===== config.mk =====
export PLATFORM = sky130hd
export DESIGN_NAME = uart_tx_buffered_flat
export DESIGN_NICKNAME = d
export VERILOG_FILES = /design/src/rtl/uart_tx_buffered_if.sv /design/src/rtl/uart_tx_buffered.sv /design/src/flat_wrapper.sv
export SDC_FILE = /design/constraint.sdc
export NUM_CORES = 1
export LEC_CHECK = 0
export CORE_ASPECT_RATIO = 0.75
export CORE_MARGIN = 1
export CORE_UTILIZATION = 35
export DETAILED_ROUTE_END_ITERATION = 10
export DONT_BUFFER_PORTS = 1
export GPL_TIMING_DRIVEN = 0
export HOLD_SLACK_MARGIN = 0.03
export PLACE_DENSITY_LB_ADDON = 0.08
export SYNTH_ARGS = -nofsm -noshare
export SYNTH_HDL_FRONTEND = slang
export SYNTH_SLANG_ARGS = --single-unit

===== constraint.sdc =====
create_clock -name clock_i -period 3.7 [get_ports clock_i]
set_input_delay 0.37 -clock clock_i [delete_from_list [all_inputs] [get_ports clock_i]]
set_output_delay 0.37 -clock clock_i [all_outputs]
set_load 0.01 [all_outputs]

===== src/rtl/uart_tx_buffered_if.sv =====
// Write-side handshake bundle for uart_tx_buffered.
// A word moves from master to slave on a clock edge where write && ready are both high;
// data must be stable while write is high, and ready never depends on write in the same cycle.
interface uart_tx_buffered_if #(
    parameter int DATA_WIDTH = 8
);
    logic [DATA_WIDTH-1:0] data;
    logic                  write;
    logic                  ready;

    modport master (output data, output write, input ready);
    modport slave  (input data, input write, output ready);
endinterface


===== src/rtl/uart_tx_buffered.sv =====
// FIFO-buffered UART transmitter with runtime frame format (5..DATA_WIDTH data bits,
// optional parity, 1 or 2 stop bits) and a 12-bit-time idle guard after reset.
// Optional build macro UART_TX_CTS_EN adds an active-low clear-to-send input that gates
// the start of each new frame (never aborts a frame already on the line).
// The line output is registered, so it trails the FSM state by exactly one clock.
module uart_tx_buffered #(
    parameter int CLOCK_DIVIDER_WIDTH = 16,
    parameter int DATA_WIDTH          = 8,
    parameter int FIFO_DEPTH          = 16
) (
    input  logic                           clock_i,
    input  logic                           reset_i,
    input  logic [CLOCK_DIVIDER_WIDTH-1:0] clock_divider_i,
    input  logic [3:0]                     data_bits_i,
    input  logic                           two_stop_bits_i,
    input  logic                           parity_bit_i,
    input  logic                           parity_even_i,
    uart_tx_buffered_if.slave              wr,
    output logic [$clog2(FIFO_DEPTH):0]    fifo_count_o,
    output logic                           busy_o,
    output logic                           serial_o,
`ifdef UART_TX_CTS_EN
    input  logic                           cts_n_i,
`endif
    output logic [2:0]                     state_o
);
    localparam int PW = $clog2(FIFO_DEPTH);
    localparam int CW = PW + 1;
    localparam int DW = CLOCK_DIVIDER_WIDTH;
    localparam logic [3:0] MAX_BITS = 4'(DATA_WIDTH);

    typedef enum logic [2:0] {
        S_GUARD  = 3'd0,
        S_IDLE   = 3'd1,
        S_START  = 3'd2,
        S_DATA   = 3'd3,
        S_PARITY = 3'd4,
        S_STOP   = 3'd5
    } state_t;

    state_t                state_q, state_d;
    logic [DW-1:0]         baud_q, baud_d;
    logic [3:0]            bit_q, bit_d;
    logic [DATA_WIDTH-1:0] shift_q, shift_d;
    logic [3:0]            nbits_q, nbits_d;
    logic                  par_en_q, par_en_d;
    logic                  par_bit_q, par_bit_d;
    logic                  two_stop_q, two_stop_d;
    logic                  serial_q, serial_d;

    logic [DATA_WIDTH-1:0] mem [FIFO_DEPTH];
    logic [PW-1:0]         wr_ptr_q, rd_ptr_q;
    logic [CW-1:0]         count_q;
    logic                  full, push, pop, cts_ok, tick;
    logic [DW-1:0]         div_m1;
    logic [3:0]            nb_c;
    logic [DATA_WIDTH-1:0] mask, head;

`ifdef UART_TX_CTS_EN
    logic [1:0] cts_sync_q;

    // Two-flop synchroniser; resets to "not clear" so nothing starts before CTS is seen.
    always_ff @(posedge clock_i) begin
        if (reset_i) cts_sync_q <= 2'b11;
        else         cts_sync_q <= {cts_sync_q[0], cts_n_i};
    end
    assign cts_ok = ~cts_sync_q[1];
`else
    assign cts_ok = 1'b1;
`endif

    assign full         = (count_q == CW'(FIFO_DEPTH));
    assign wr.ready     = !full && (state_q != S_GUARD);
    assign push         = wr.write && wr.ready;
    assign head         = mem[rd_ptr_q];
    assign fifo_count_o = count_q;
    assign busy_o       = reset_i || (state_q != S_IDLE) || (count_q != '0);
    assign serial_o     = serial_q;
    assign state_o      = state_q;
    assign div_m1       = (clock_divider_i == '0) ? '0 : clock_divider_i - DW'(1);
    assign tick         = (baud_q == '0);

    // Clamp the requested data-bit count and build the mask of active data bits.
    always_comb begin
        nb_c = data_bits_i;
        if (data_bits_i < 4'd5)          nb_c = 4'd5;
        else if (data_bits_i > MAX_BITS) nb_c = MAX_BITS;
        mask = '0;
        for (int i = 0; i < DATA_WIDTH; i++) mask[i] = (i < int'(nb_c));
    end

    // FIFO storage; written on every accepted push.
    always_ff @(posedge clock_i) begin
        if (push) mem[wr_ptr_q] <= wr.data;
    end

    // FIFO pointers and occupancy; simultaneous push and pop leave the count unchanged.
    always_ff @(posedge clock_i) begin
        if (reset_i) begin
            wr_ptr_q <= '0;
            rd_ptr_q <= '0;
            count_q  <= '0;
        end else begin
            if (push) wr_ptr_q <= wr_ptr_q + PW'(1);
            if (pop)  rd_ptr_q <= rd_ptr_q + PW'(1);
            case ({push, pop})
                2'b10:   count_q <= count_q + CW'(1);
                2'b01:   count_q <= count_q - CW'(1);
                default: count_q <= count_q;
            endcase
        end
    end

    // FSM and datapath registers; reset drops into the guard interval with the line high.
    always_ff @(posedge clock_i) begin
        if (reset_i) begin
            state_q    <= S_GUARD;
            baud_q     <= div_m1;
            bit_q      <= '0;
            shift_q    <= '0;
            nbits_q    <= 4'd5;
            par_en_q   <= 1'b0;
            par_bit_q  <= 1'b0;
            two_stop_q <= 1'b0;
            serial_q   <= 1'b1;
        end else begin
            state_q    <= state_d;
            baud_q     <= baud_d;
            bit_q      <= bit_d;
            shift_q    <= shift_d;
            nbits_q    <= nbits_d;
            par_en_q   <= par_en_d;
            par_bit_q  <= par_bit_d;
            two_stop_q <= two_stop_d;
            serial_q   <= serial_d;
        end
    end

    // Next-state logic: each bit lasts until the baud counter reaches zero, then the
    // divider is re-sampled for the following bit.
    always_comb begin
        state_d    = state_q;
        baud_d     = tick ? div_m1 : baud_q - DW'(1);
        bit_d      = bit_q;
        shift_d    = shift_q;
        nbits_d    = nbits_q;
        par_en_d   = par_en_q;
        par_bit_d  = par_bit_q;
        two_stop_d = two_stop_q;
        pop        = 1'b0;
        case (state_q)
            S_GUARD: begin
                if (tick) begin
                    if (bit_q == 4'd11) begin
                        state_d = S_IDLE;
                        bit_d   = '0;
                    end else begin
                        bit_d = bit_q + 4'd1;
                    end
                end
            end
            S_IDLE: begin
                if ((count_q != '0) && cts_ok) begin
                    pop        = 1'b1;
                    shift_d    = head & mask;
                    nbits_d    = nb_c;
                    par_en_d   = parity_bit_i;
                    par_bit_d  = parity_even_i ? ^(head & mask) : ~^(head & mask);
                    two_stop_d = two_stop_bits_i;
                    bit_d      = '0;
                    baud_d     = div_m1;
                    state_d    = S_START;
                end
            end
            S_START: begin
                if (tick) state_d = S_DATA;
            end
            S_DATA: begin
                if (tick) begin
                    shift_d = shift_q >> 1;
                    if (bit_q == nbits_q - 4'd1) begin
                        bit_d   = '0;
                        state_d = par_en_q ? S_PARITY : S_STOP;
                    end else begin
                        bit_d = bit_q + 4'd1;
                    end
                end
            end
            S_PARITY: begin
                if (tick) state_d = S_STOP;
            end
            S_STOP: begin
                if (tick) begin
                    if (two_stop_q && (bit_q == '0)) begin
                        bit_d = 4'd1;
                    end else begin
                        bit_d   = '0;
                        state_d = S_IDLE;
                    end
                end
            end
            default: state_d = S_GUARD;
        endcase
    end

    // Line level for the current state, registered on the next edge.
    always_comb begin
        serial_d = 1'b1;
        case (state_q)
            S_START:  serial_d = 1'b0;
            S_DATA:   serial_d = shift_q[0];
            S_PARITY: serial_d = par_bit_q;
            default:  serial_d = 1'b1;
        endcase
    end
endmodule

===== src/flat_wrapper.sv =====
// flat-port wrapper written by rule: the top's interface ports become plain ports
module uart_tx_buffered_flat 
#(
    parameter int CLOCK_DIVIDER_WIDTH = 16,
    parameter int DATA_WIDTH          = 8,
    parameter int FIFO_DEPTH          = 16
)
  (clock_i, reset_i, clock_divider_i, data_bits_i, two_stop_bits_i, parity_bit_i, parity_even_i, fifo_count_o, busy_o, serial_o, state_o, wr_data, wr_write, wr_ready);
  uart_tx_buffered_if #(.DATA_WIDTH(DATA_WIDTH)) wr_i ();
  input  logic clock_i;
  input  logic reset_i;
  input  logic [CLOCK_DIVIDER_WIDTH-1:0] clock_divider_i;
  input  logic [3:0] data_bits_i;
  input  logic two_stop_bits_i;
  input  logic parity_bit_i;
  input  logic parity_even_i;
  output logic [$clog2(FIFO_DEPTH):0] fifo_count_o;
  output logic busy_o;
  output logic serial_o;
  output logic [2:0] state_o;
  input wire logic [$bits(wr_i.data)-1:0] wr_data;
  input wire logic [$bits(wr_i.write)-1:0] wr_write;
  output wire logic [$bits(wr_i.ready)-1:0] wr_ready;
  assign wr_i.data = wr_data;
  assign wr_i.write = wr_write;
  assign wr_ready = wr_i.ready;
  uart_tx_buffered #(.CLOCK_DIVIDER_WIDTH(CLOCK_DIVIDER_WIDTH), .DATA_WIDTH(DATA_WIDTH), .FIFO_DEPTH(FIFO_DEPTH)) u_core (.clock_i(clock_i), .reset_i(reset_i), .clock_divider_i(clock_divider_i), .data_bits_i(data_bits_i), .two_stop_bits_i(two_stop_bits_i), .parity_bit_i(parity_bit_i), .parity_even_i(parity_even_i), .wr(wr_i), .fifo_count_o(fifo_count_o), .busy_o(busy_o), .serial_o(serial_o), .state_o(state_o));
endmodule

## After elaboration in Yosys (flattened, before gate mapping)

Memory sizes are Yosys's and may differ from the RTL's. A register that Yosys moved wholly into a read port is not among the register bits.
Cells that the tools add are included.
Widths: inputs -> output; s select.

- Reduce and logical (&&, ||, !) cells: 21
- Bitwise operators: 1
- Order comparisons: 10
- $add $sub $neg: 8
- Eq/ne operators: 20
- Multiplexer cells: 38

Operator list:

| kind | count |
|---|---|
| $mux 16 | 5 |
| $mux 4 | 10 |
| $logic_not 16->1 | 2 |
| $sub 16x1->16 const B | 2 |
| $mux 3 | 9 |
| $pmux 3 s6 | 1 |
| $lt 3x4->1 const A | 4 |
| $mux 8 | 2 |
| $ne 2x1->1 const B | 8 |
| $pmux 4 s4 | 1 |
| $pmux 8 s2 | 1 |
| $add 4x1->4 const B | 3 |
| $pmux 5 s2 | 1 |
| $reduce_and 9->1 | 1 |
| $and 8x8->8 | 1 |
| $lt 1x4->1 const A | 2 |
| $lt 2x4->1 const A | 2 |
| $reduce_xnor 8->1 | 1 |
| $reduce_xor 8->1 | 1 |
| $mux 1 | 7 |
| $eq 3x2->1 const B | 2 |
| $eq 3x3->1 const B | 2 |
| $add 5x1->5 const B | 1 |
| $eq 5x5->1 const B | 1 |
| 24 further kinds | 28 |

- Bits in writable memories: 128
- Bits of input ports: 34
- Memories: 1
- Output and inout bits: 11
- Word-level logic and storage cells: 111
- Flip-flop bits (word level): 52

Memories:

| name | words | width | rd ports | clocked after memory_dff | write ports | RTL line | text |
|---|---|---|---|---|---|---|---|
| u_core.mem | 16 | 8 | 1 | 1 | 1 | uart_tx_buffered.sv:51 | `logic [DATA_WIDTH-1:0] mem [FIFO_DEPTH];` |

## Longest topological paths before layout

- Depth in word-level cells: 7
- Mapped depth: 13
- Gate-level depth less buffers: 12

## Least setup slack after synthesis

No wires, ideal clock.

- Path type: register to register
- From: register u_core.count_q[0], in the netlist u_core.fifo_count_o[0]
- To: register u_core.count_q[4], in the netlist u_core.fifo_count_o[4]
- Required time: 3.630 ns
- Clock period less this slack: 3.051 ns
- Arrival: 2.981 ns
- Path buffers: 1
- Setup time: 0.070 ns
- Cell stages (with the launch flop): 13
- Path slack: 0.649 ns
- Cells stage by stage: dfxtp_1 -> nor4_1 -> a21oi_1 -> nand2_1 -> inv_1 -> buf_1 -> ha_1 -> fa_1 -> a21o_1 -> a21oi_1 -> xor2_1 -> or3_1 -> a21oi_1

- Longest elaborated chain between the ends: 6
- Elaborated cells on any way between the ends: 13
- Classes of those cells: add/sub: 2; eq/ne: 3; mux: 3; reduce/logical: 5

Ends and longest elaborated chain:

| item | RTL line | text |
|---|---|---|
| start: declaration | uart_tx_buffered.sv:53 | `logic [CW-1:0] count_q;` |
| start signal: assignment | uart_tx_buffered.sv:107 | `2'b10: count_q <= count_q + CW'(1);` |
| start signal: assignment | uart_tx_buffered.sv:108 | `2'b01: count_q <= count_q - CW'(1);` |
| start signal: assignment | uart_tx_buffered.sv:109 | `default: count_q <= count_q;` |
| $eq 5x5->1 | uart_tx_buffered.sv:72 | `assign full = (count_q == CW'(FIFO_DEPTH));` |
| $logic_not 1->1 | uart_tx_buffered.sv:73 | `assign wr.ready = !full && (state_q != S_GUARD);` |
| $logic_and 1x1->1 | uart_tx_buffered.sv:73 |  |
| $logic_and 1x1->1 | uart_tx_buffered.sv:74 | `assign push = wr.write && wr.ready;` |
| $eq 2x1->1 or $eq 2x2->1 (tied branches) | uart_tx_buffered.sv:106 | `case ({push, pop})` |
| $pmux 5 s2 or $reduce_bool 2->1 (tied branches) | - |  |

Several ways; a longest one is shown, not always the timed one.
A chain may end at the register's enable or synchronous reset.

## Final worst setup path

- From: register u_core.count_q[1], in the netlist u_core.fifo_count_o[1]
- To: register u_core.count_q[4], in the netlist u_core.fifo_count_o[4]

- Longest elaborated chain between the ends: 6
- Elaborated cells on any way between the ends: 13
- Classes of those cells: add/sub: 2; eq/ne: 3; mux: 3; reduce/logical: 5

Ends and longest elaborated chain:

| item | RTL line | text |
|---|---|---|
| $eq 5x5->1 * | uart_tx_buffered.sv:72 |  |
| $logic_not 1->1 * | uart_tx_buffered.sv:73 |  |
| $logic_and 1x1->1 * | uart_tx_buffered.sv:73 |  |
| via wr_ready | flat_wrapper.sv:23 | `output wire logic [$bits(wr_i.ready)-1:0] wr_ready;` |
| $logic_and 1x1->1 * | uart_tx_buffered.sv:74 |  |
| $eq 2x1->1 or $eq 2x2->1 (tied branches) | uart_tx_buffered.sv:106 |  |
| $pmux 5 s2 or $reduce_bool 2->1 (tied branches) | - |  |

Mark *: on every way through the listed nets, which the timed path passes. The rest lies on a longest branch.

==> out/results.tsv <==
metric	value	unit
Total GRT Usage	17.3	%
Final WS setup	0.331	ns
largest area contributor in the netlist	edfxtp_1	
ys flop type	edfxtp_1	
Reg-to-Reg End	u_core.fifo_count_o[4]	
initial DRC count	408	
Place WS	-0.112	ns
final setup violation count	0	
first-pass GRT wire length	29600	um
reg-to-reg startpoint	u_core.fifo_count_o[1]	
Max Root-Sink Buffers	2	
RSZ-0062 raised after global routing	false	
worst skew pair latency	0.44	ns
Post-synth EDFFs	128	
total grt overflow	0	
Via Count	4887	
min Tclk post-route	3.37	ns
startpoint type of the worst setup path	flop	
number of max-cap violations	0	
ANT cells	0	
normalized max-slew margin	23.1	%
clk sink count	184	
WL/cell	20.3	um
VDD IR max	0.000322	V
clock-pin slew on the worst setup and hold paths	0.07	ns
height of the die	134	um
sequential element share of the synthesized area	61.3	%
crit path max fanout	7	
Min-Delay Startpoint	parity_bit_i	
chip width	178	um
Leakage	0.00299	uW
Arr. time, crit path	3.74	ns
Reg2Reg Setup Slack	0.33	ns
setup TNS	0	ns
Reg2Reg Depth	12	
Initial Util	36.2	%
Syn Nets	648	
io pins	45	
clk_skew	0.0183	ns
drt first pass iters	5	
async set-reset flop share out of synthesis	0	%
Slew Limit Fails	0	
final WL	19000	um
layout cell share with drive strength beyond 1	14.4	%
Hold Path End	u_core.par_en_q	
P&R area growth vs syn	14.3	%
worst min-delay path class	primary input to flop	
Routed Antenna Nets	0	
Clock Tree Root	clkbuf_16	
most instantiated cells after synthesis	edfxtp_1 (128), dfxtp_1 (56), nand2_1 (46), nor2_1 (44), a21oi_1 (32)	
TritonCTS clock tree	built	
crit share post-route	91.0	%
H-tree depth	4	
Post-Layout Cell Count	939	
total CTS buffers	17	
Synth cell types	58	
DRC violations left	0	
Site Rows	47	
Synth area leaders	edfxtp_1 (47%), dfxtp_1 (14%), mux4_2 (8.1%)	
Power, Total	4500	uW
Final Hold Fails	0	
Post-Syn Area	0.00810	mm2
initial antenna violation count	0	
buffers added on ports	0	
vias in the first global route	5031	
global placer's final weighted congestion	0.791	
detailed-route vias per instance	5.20	
cell count after synthesis	598	
PD cells	486	mW/mm2
# nets final	683	
Mean Syn Cell Area	13.5	um2
Placed Cells	900	
hold slack	0.0643	ns
DIE AREA	0.0238	mm2
count leader, synth	edfxtp_1	
setup bufs post-CTS	0	
largest net degree at the start of global routing	17	
core area	0.0224	mm2
Hold Path Depth	2	
HPWL after detailed placement	13400	um
share of the synthesized area in the top cell type	47.5	%
Slew @ Worst Pin	1.15	ns
Worst Path Required	4.07	ns
Peak Freq	297	MHz
crit end category	flop	
synthesis warning total	0	
critical path class	flop to flop	
status	finished clean	
Yosys reg bits	184	
## layer usage
layer  part of all wire, %  up-vias  wire (um)  track usage [%]
li1                      -     2325          -                -
met1                    47     2452       9000             23.7
met2                    48       95       9050             27.1
met3                   4.4       15        833             4.48
met4                  0.78        0        148             5.03
met5                     0        -          0                0
## worst max-delay path, cell delays in order (launching register included)
cell,delay [ns]
dfxtp_1,0.53
nor4_4,0.11
a21oi_2,0.27
and2_1,0.18
clkbuf_1,0.29
inv_1,0.25
ha_1,0.35
fa_1,0.43
a21o_1,0.20
a21oi_1,0.16
xor2_1,0.09
or3_1,0.31
a21oi_1,0.13
## power by group
group          switching, uW  internal [uW]
Sequential              62.0           2260
Combinational            253            191
Clock                    808            928
Total                   1120           3380
## kinds of logic (layout without fill, tap and decap cells)
| kind of cell | after synthesis | in the layout | share of synthesized area (%) |
|---|---|---|---|
| xor gates and xnor gates | 46 | 46 | 5.33 |
| adders and majority gates | 16 | 16 | 2.56 |
| and+or+nand+nor | 167 | 167 | 9.99 |
| AOI/OAI and AO/OA | 93 | 93 | 7.35 |
| buffers and inverters | 46 | 93 | 2.67 |
| muxes | 46 | 46 | 10.8 |
| DFF | 184 | 184 | 61.3 |
## cells in the final DEF (no fill, tap or decap), types with 5 or more instances in the layout
master	synthesis	layout
a211oi_1	5	5
a21oi_1	32	31
and2_1	7	7
buf_6	3	11
clkbuf_1	18	18
clkbuf_16	0	17
dfxtp_1	56	55
dlygate4sd3_1	0	9
edfxtp_1	128	128
ha_1	15	15
inv_1	18	18
mux2i_1	12	12
mux4_2	29	29
nand2_1	46	45
nand2b_1	7	7
nand3_1	6	6
nor2_1	44	44
nor2b_1	6	6
nor3_1	21	17
nor4_1	10	5
o21ai_0	14	14
o22ai_1	14	14
xnor2_1	24	24
xor2_1	20	20
## stage by stage
| step | area (um2) | utilization (%) |
|---|---|---|
| final | 9260 | 41.3 |
| after global routing | 9260 | 41.3 |
| after CTS | 9250 | 41.3 |
| after detailed placement | 8600 | 38.4 |
| after global placement | 8470 | 37.8 |
| after floorplan | 8100 | - |
## what timing repair did
item,CTS,global route
gates resized for setup,1,4
endpoints found under the hold margin,129,0
hold buffers,9,0
endpoints found under the setup margin,1,2
pin swaps,0,0
## final cells by class
class	count	area [um2]
repair buffers	17	180
plain buffers	26	141
fillers	2058	13100
flip-flops and latches	184	4970
multi-input cells	368	2990
well taps	294	368
clock buffers	17	425
inverters	19	71.3
clock inverters	14	125
## registers in the layout (all words and copies together) (netlist names), 3 cells and up, named ones only
| register | flops |
|---|---|
| u_core.nbits_q | 4 |
| u_core.wr_ptr_q | 4 |
| u_core.fifo_count_o | 5 |
| u_core.shift_q | 8 |
| u_core.state_o | 3 |
| u_core.baud_q | 16 |
| u_core.rd_ptr_q | 4 |
| u_core.mem | 128 |
| u_core.bit_q | 4 |
## worst max path at each step
stage | start | to
4_1_cts | u_core.fifo_count_o[0] | u_core.fifo_count_o[4]
3_3_place_gp | u_core.fifo_count_o[0] | u_core.mem[3][3]
5_1_grt | u_core.state_o[1] | u_core.fifo_count_o[4]
6_report | u_core.fifo_count_o[1] | u_core.fifo_count_o[4]
3_5_place_dp | u_core.fifo_count_o[0] | u_core.fifo_count_o[4]
2_1_floorplan | u_core.fifo_count_o[0] | u_core.fifo_count_o[4]
No activity file was read; power rests on OpenSTA's default activity.
